--- config.mk ---
export PLATFORM = sky130hd
export DESIGN_NAME = shifter_arb
export DESIGN_NICKNAME = d
export VERILOG_FILES = /design/src/rtl/shifter_arb.sv
export SDC_FILE = /design/constraint.sdc
export NUM_CORES = 1
export LEC_CHECK = 0
export BUFFER_PORTS_ARGS = -buffer_cell sky130_fd_sc_hd__buf_2
export CAP_MARGIN = 0
export CORE_MARGIN = 2
export CORE_UTILIZATION = 35
export CTS_BUF_LIST = sky130_fd_sc_hd__clkbuf_2 sky130_fd_sc_hd__clkbuf_4 sky130_fd_sc_hd__clkbuf_8
export DETAILED_ROUTE_END_ITERATION = 10
export SYNTH_ARGS = -nofsm -noshare
export SYNTH_HDL_FRONTEND = slang
export SYNTH_SLANG_ARGS = --single-unit
export TNS_END_PERCENT = 100
--- constraint.sdc ---
create_clock -name clk -period 1.3 [get_ports clk]
set_input_delay 0.195 -clock clk [delete_from_list [all_inputs] [get_ports clk]]
set_output_delay 0.195 -clock clk [all_outputs]
set_load 0.02 [all_outputs]
--- src/rtl/shifter_arb.sv ---
// shifter_arb: two clients share one 4-bit one-position left shifter, round-robin on contention.
// Latency: req sampled in IDLE -> gnt next cycle -> y_valid the cycle after; RESP holds y until y_ready, no grants meanwhile.

module shifter_arb_shift (
    input  logic [3:0] w_i,
    input  logic       sel_i,
    output logic [4:0] y_o
);
    assign y_o = sel_i ? {w_i, 1'b0} : {1'b0, w_i};
endmodule

module shifter_arb (
    input  logic       clk,
    input  logic       rst,
    input  logic       req0,
    input  logic [3:0] w0,
    input  logic       shift0,
    input  logic       req1,
    input  logic [3:0] w1,
    input  logic       shift1,
    output logic       gnt0,
    output logic       gnt1,
    output logic [4:0] y,
    output logic       y_id,
    output logic       y_valid,
    input  logic       y_ready,
    output logic       busy
);
    typedef enum logic [1:0] {IDLE, EXEC, RESP} state_t;

    state_t     state_q;
    logic [3:0] op_w_q;
    logic       op_shift_q;
    logic       op_id_q;
    logic       last_q;
    logic [4:0] y_q;
    logic       y_id_q;
    logic       y_valid_q;
    logic       gnt0_q;
    logic       gnt1_q;

    logic       win_d;
    logic [3:0] win_w_d;
    logic       win_shift_d;
    logic [4:0] shift_res;

    // On contention the requester not served last wins; a lone request always wins.
    always_comb begin
        win_d       = (req0 && req1) ? ~last_q : req1;
        win_w_d     = win_d ? w1 : w0;
        win_shift_d = win_d ? shift1 : shift0;
    end

    shifter_arb_shift u_shift (
        .w_i   (op_w_q),
        .sel_i (op_shift_q),
        .y_o   (shift_res)
    );

    always_ff @(posedge clk) begin
        if (rst) begin
            state_q    <= IDLE;
            op_w_q     <= 4'b0;
            op_shift_q <= 1'b0;
            op_id_q    <= 1'b0;
            last_q     <= 1'b1;
            y_q        <= 5'b0;
            y_id_q     <= 1'b0;
            y_valid_q  <= 1'b0;
            gnt0_q     <= 1'b0;
            gnt1_q     <= 1'b0;
        end else begin
            case (state_q)
                IDLE: begin
                    if (req0 || req1) begin
                        op_w_q     <= win_w_d;
                        op_shift_q <= win_shift_d;
                        op_id_q    <= win_d;
                        last_q     <= win_d;
                        gnt0_q     <= ~win_d;
                        gnt1_q     <= win_d;
                        state_q    <= EXEC;
                    end
                end
                EXEC: begin
                    gnt0_q    <= 1'b0;
                    gnt1_q    <= 1'b0;
                    y_q       <= shift_res;
                    y_id_q    <= op_id_q;
                    y_valid_q <= 1'b1;
                    state_q   <= RESP;
                end
                RESP: begin
                    if (y_ready) begin
                        y_valid_q <= 1'b0;
                        state_q   <= IDLE;
                    end
                end
                default: state_q <= IDLE;
            endcase
        end
    end

    assign gnt0    = gnt0_q;
    assign gnt1    = gnt1_q;
    assign y       = y_q;
    assign y_id    = y_id_q;
    assign y_valid = y_valid_q;
    assign busy    = (state_q != IDLE);
endmodule

==> flow_metrics.tcl, run 1 <==
set metrics [dict create \
    io_pins 25 \
    drtAntennaViolNets 0 \
    wl_per_cell_um 12.3 \
    clock_skew_ps 3.87 \
    drive_gt1_frac 0.315 \
    synth_edf_count 0 \
    ys_seq_area_frac 0.462 \
    async_flop_share 0 \
    syn_area_um2 781 \
    postCtsHoldBufs 0 \
    finalSetupViolCount 0 \
    cts_tree "yes" \
    p_total_mw 1.21 \
    slew_viol_final 0 \
    vias_per_cell 5.36 \
    finalSetupTns_ps 0 \
    final.period_utilization 0.957 \
    antenna_cells 0 \
    final_cells 136 \
    irDropWorstVdd_mv 0.545 \
    worstSetupStartpoint "state_q[1]" \
    floorplan.rows 17 \
    drtIter0Drc 10 \
    die_width_um 51.2 \
    yosys_warnings 0 \
    r2r-end "y[2]" \
    reg2reg_slack_ps 220 \
    cp_max_fo 11 \
    synth_flop_cell "dfxtp_1" \
    r2r-start "state_q[1]" \
    place.gp.congestion 0.751 \
    postCtsSetupBuffers 0 \
    startpoint_type "flip-flop" \
    cts_root_buf "clkbuf_4" \
    grt_pass1_wl_um 2730 \
    max_freq_mhz 804 \
    slew_headroom 0.781 \
    synth-seq-cells 18 \
    grt_pass1_vias 682 \
    cts_buffers 3 \
    start_util 0.360 \
    leakage_nw 0.364 \
    worstPathRequired_ps 1110 \
    crit_path_end_kind "primary output" \
    rsz0062_at_grt "false" \
    vias 729 \
    hp-class "input pin to flip-flop" \
    die_y_um 51.2 \
    clkSlewWorstSetupHoldPaths_ps 100 \
    cts_htree_levels 1 \
    syn_avg_cell_area_um2 8.97 \
    placedCellCount 132 \
    ys_types 23 \
    drt_pre_antenna_iters 4 \
    synthesis.nets 102 \
    die_area_um2 2620 \
    fin_nets 124 \
    maxCapViolCount 0 \
    cp-endpoint "busy" \
    status "finished, final reports clean" \
    core_area_um2 2170 \
    rr_worst_depth 3 \
    antenna_found_initial 0 \
    totalWireLength_um 1670 \
    hpwlAfterDp_um 1240 \
    worst_ep_arrival_time_ps 1050 \
    grt_usage 0.134 \
    io_buffers 24 \
    grt-ovfl-total 0 \
    p_per_area_nw_per_um2 1310 \
    hold_viol_final 0 \
    final_cell_area_um2 925 \
    hold_ws_ps 184 \
    synth_cells 87 \
    critPathKind "flip-flop to primary output" \
    areaGrowthSynthToFinish_pct 18.4 \
    clkSinkCount 18 \
    worstSkewPairLatency_ps 280 \
    worst_slew_pin_slew_ps 328 \
    grt_max_degree 19 \
    drc 0 \
    placed_area_um2 886 \
    clock_tree.buffer_depth 2 \
    fin_crit_ps 1240 \
]
==> cells by family after synthesis <==
group	share of synthesized area
AOI/OAI and AO/OA	0.184
buffers and inverters	0.0785
DFF	0.462
muxes	0.0385
and+or+nand+nor	0.237
==> routing by layer <==
metal | global-route usage | wire length (um) | share of wire | vias to the layer above
met5 | 0 | 0 | 0 | -
met4 | 0.0746 | 16 | 0.0096 | 0
met3 | 0.0175 | 62 | 0.037 | 2
met2 | 0.225 | 785 | 0.47 | 18
met1 | 0.165 | 803 | 0.48 | 341
li1 | - | - | - | 368
==> layout make-up <==
type / instances / area [um2]
flip-flops and latches: 18 / 363
multi-input cells: 60 / 359
repair buffers: 25 / 128
well taps: 28 / 35.0
clock buffers: 4 / 36.3
fillers: 239 / 1240
inverters: 1 / 3.75
==> stage by stage <==
step	setup WS [ps]	util
floorplan	245	-
finish	56.3	0.426
global route	5.85	0.426
detailed placement	229	0.408
global placement	291	0.408
CTS	10.1	0.425
==> timing repair <==
item / CTS / global route
endpoints found under the hold margin: 0 / 0
endpoints found under the setup margin: 0 / 1
gates resized for setup: 0 / 2
==> cell usage in the layout (no fill, tap or decap) <==
cell / n
clkbuf_4: 3
nand3b_1: 3
nor3_1: 1
clkbuf_8: 1
o21ai_1: 1
dfxtp_1: 16
dfxtp_2: 2
o211ai_1: 2
nand2b_1: 2
a211oi_1: 3
nand4_1: 10
nor2_1: 4
o21ai_0: 7
nor2_4: 1
inv_2: 1
or3b_1: 1
a21oi_1: 7
and2b_1: 1
buf_2: 24
a31oi_1: 5
nor2_2: 1
buf_4: 1
mux2i_1: 3
nand3_1: 3
nand2_1: 5
==> state kept, by name, summed over array words and instances (netlist names) <==
signal / count
y: 5
op_w_q: 4
state_q: 2
gnt0: 1
gnt1: 1
last_q: 1
op_id_q: 1
op_shift_q: 1
y_id: 1
y_valid: 1
==> worst max-delay path, stage by stage (launching register included) <==
cell and delay [ps]:
dfxtp_2 350, nor2_2 140, inv_2 110, buf_2 170
==> where the power goes <==
group	leakage (nW)	total, mW	switching (mW)	internal, mW
logic	0.194	0.238	0.147	0.0914
clock network	0.0210	0.337	0.166	0.170
registers	0.149	0.634	0.0339	0.600
total	0.364	1.21	0.347	0.862
==> synth_stat cells, types with 3 or more instances <==
library cell   n  area share
a211oi_1       3       0.029
a21oi_1        7       0.045
a31oi_1        5       0.040
buf_2          4       0.026
buf_6          3       0.043
dfxtp_1       18        0.46
mux2i_1        3       0.038
nand2_1        5       0.024
nand3_1        3       0.019
nand3b_1       3       0.029
nand4_1       10       0.080
nor2_1         4       0.019
o21ai_0        7       0.045
==> how the worst min path moves through the flow <==
stage,slack [ps],cells past startpoint,from,end
after floorplan,370,2,w0[3],op_w_q[3]
after global placement,440,2,y[0],y[0]
after detailed placement,450,2,y[0],y[0]
after CTS,180,3,shift0,op_shift_q
after global routing,180,3,w0[2],op_w_q[2]
final,180,3,y_ready,state_q[1]
(Power assumes the default switching activity.)
==> inputs of run 2 (changes only) <==
--- a/config.mk
+++ b/config.mk
@@ -10,7 +10,9 @@
 export CORE_MARGIN = 2
 export CORE_UTILIZATION = 35
 export CTS_BUF_LIST = sky130_fd_sc_hd__clkbuf_2 sky130_fd_sc_hd__clkbuf_4 sky130_fd_sc_hd__clkbuf_8
+export CTS_CLUSTER_SIZE = 40
 export DETAILED_ROUTE_END_ITERATION = 10
+export PLACE_DENSITY_LB_ADDON = 0.08
 export SYNTH_ARGS = -nofsm -noshare
 export SYNTH_HDL_FRONTEND = slang
 export SYNTH_SLANG_ARGS = --single-unit
==> flow_metrics.tcl, run 2 (synthesis gave the netlist of run 1 again) <==
set metrics [dict create \
    fin_crit_ps 1210 \
    status "finished, final reports clean" \
    cts_root_buf "clkbuf_4" \
    drtIter0Drc 10 \
    cts_tree "yes" \
    clock_tree.buffer_depth 2 \
    die_y_um 51.2 \
    vias 698 \
    finalSetupViolCount 0 \
    wl_per_cell_um 11.4 \
    crit_path_end_kind "primary output" \
    cp_max_fo 5 \
    path_cells "nor2_2 -> inv_2 -> buf_2" \
    hold_viol_final 0 \
    drt_pre_antenna_iters 4 \
    clock_skew_ps 2.45 \
    grt_usage 0.134 \
    hold_end "op_w_q[0]" \
    cpPeakStageDelay_ps 350 \
    areaGrowthSynthToFinish_pct 19.2 \
    leakage_nw 0.371 \
    grt_pass1_wl_um 2610 \
    io_pins 25 \
    hpwlAfterDp_um 1210 \
    clkSlewWorstSetupHoldPaths_ps 90 \
    clkSinkCount 18 \
    global_route.usage.met3 0.0263 \
    start_util 0.360 \
    hold_depth 3 \
    cts_resized 0 \
    p_per_area_nw_per_um2 1220 \
    rsz0062_at_grt "false" \
    hp-class "input pin to flip-flop" \
    hold_start "w1[0]" \
    r2r-start "state_q[1]" \
    drive_gt1_frac 0.309 \
    grt_pass1_vias 580 \
    met1_usage 0.169 \
    worstPathRequired_ps 1110 \
    antenna_found_initial 0 \
    placed_area_um2 886 \
    die_width_um 51.2 \
    final_cell_area_um2 931 \
    n_fill_cell 252 \
    antenna_cells 0 \
    largest_reg_flops 5 \
    vias_per_cell 5.06 \
    critPathTopFamily "flip-flops" \
    fin_ws_ps 95.0 \
    core_area_um2 2170 \
    layout_commonest_cell "buf_2" \
    slew_headroom 0.795 \
    rr_worst_depth 5 \
    fin_nets 127 \
    critPathSlowestCell "dfxtp_1" \
    cp_num_buf_inv 2 \
    place_ws_ps 240 \
    place.gp.congestion 0.718 \
    totalWireLength_um 1580 \
    p_total_mw 1.14 \
    drc 0 \
    grt_max_degree 19 \
    grt_use_met2 0.212 \
    final_cell_mix "buf_2, dfxtp_1, nand4_1" \
    floorplan.rows 17 \
    irDropWorstVdd_mv 0.584 \
    cts_htree_levels 1 \
    slew_viol_final 0 \
    critPathKind "flip-flop to primary output" \
    die_area_um2 2620 \
    worst_ep_arrival_time_ps 1010 \
    fin_util 0.429 \
    io_buffers 24 \
    postCtsHoldBufs 0 \
    finalSetupTns_ps 0 \
    max_freq_mhz 830 \
    worst_slew_pin_slew_ps 308 \
    drtAntennaViolNets 0 \
    grt-ovfl-total 0 \
    r2r-end "op_w_q[3]" \
    gr-max-usage-layer "met2" \
    worstSkewPairLatency_ps 280 \
    reg2reg_slack_ps 170 \
    final.period_utilization 0.927 \
    startpoint_type "flip-flop" \
    maxCapViolCount 0 \
    cts_buffers 3 \
]
-- run 2: worst max-delay path by stage --
stage	startpoint	end	slack, ps	depth (start not counted)
after floorplan	state_q[1]	gnt0	250	5
after global placement	state_q[1]	y[3]	280	3
after detailed placement	state_q[1]	y[1]	240	3
after CTS	state_q[1]	busy	10	3
after global routing	state_q[1]	busy	40	3
final	state_q[1]	busy	90	3
-- run 2: area by class of cell --
| type | count | area [um2] | share of cell area |
|---|---|---|---|
| multi-input combinational | 60 | 359 | 0.386 |
| tap | 28 | 35.0 | 0.0376 |
| sequential | 18 | 360 | 0.387 |
| inverter | 1 | 3.75 | 0.00403 |
| timing repair buffer | 28 | 150 | 0.161 |
| clock buffer | 3 | 22.5 | 0.0242 |
-- run 2: metrics by stage --
step                hold WS, ps  std cells
finish                      194        138
global route                193        138
CTS                         183        135
detailed placement          445        132
global placement            439        132
floorplan                   370         87
-- run 2: report_power, final --
part           internal (mW)  total [mW]  switching, mW
Clock                  0.107       0.256          0.149
Combinational          0.106       0.253          0.147
Sequential             0.599       0.630         0.0316
-- run 2: repair_timing --
| item | in CTS | in global routing |
|---|---|---|
| setup endpoints to repair | 0 | 1 |
| endpoints found under the hold margin | 0 | 0 |
| setup buffers | 0 | 3 |
-- run 2: worst register-to-register path, stage by stage (launching register included) --
cell and delay [ps]:
dfxtp_1 350, nor2_2 150, inv_2 70, buf_4 140, o21ai_0 180, a31oi_1 110
-- run 2: per-layer routing --
metal	wire length (um)	vias to the layer above
met1	749	309
li1	-	370
met3	79	2
met2	734	17
met4	14	0
met5	0	-
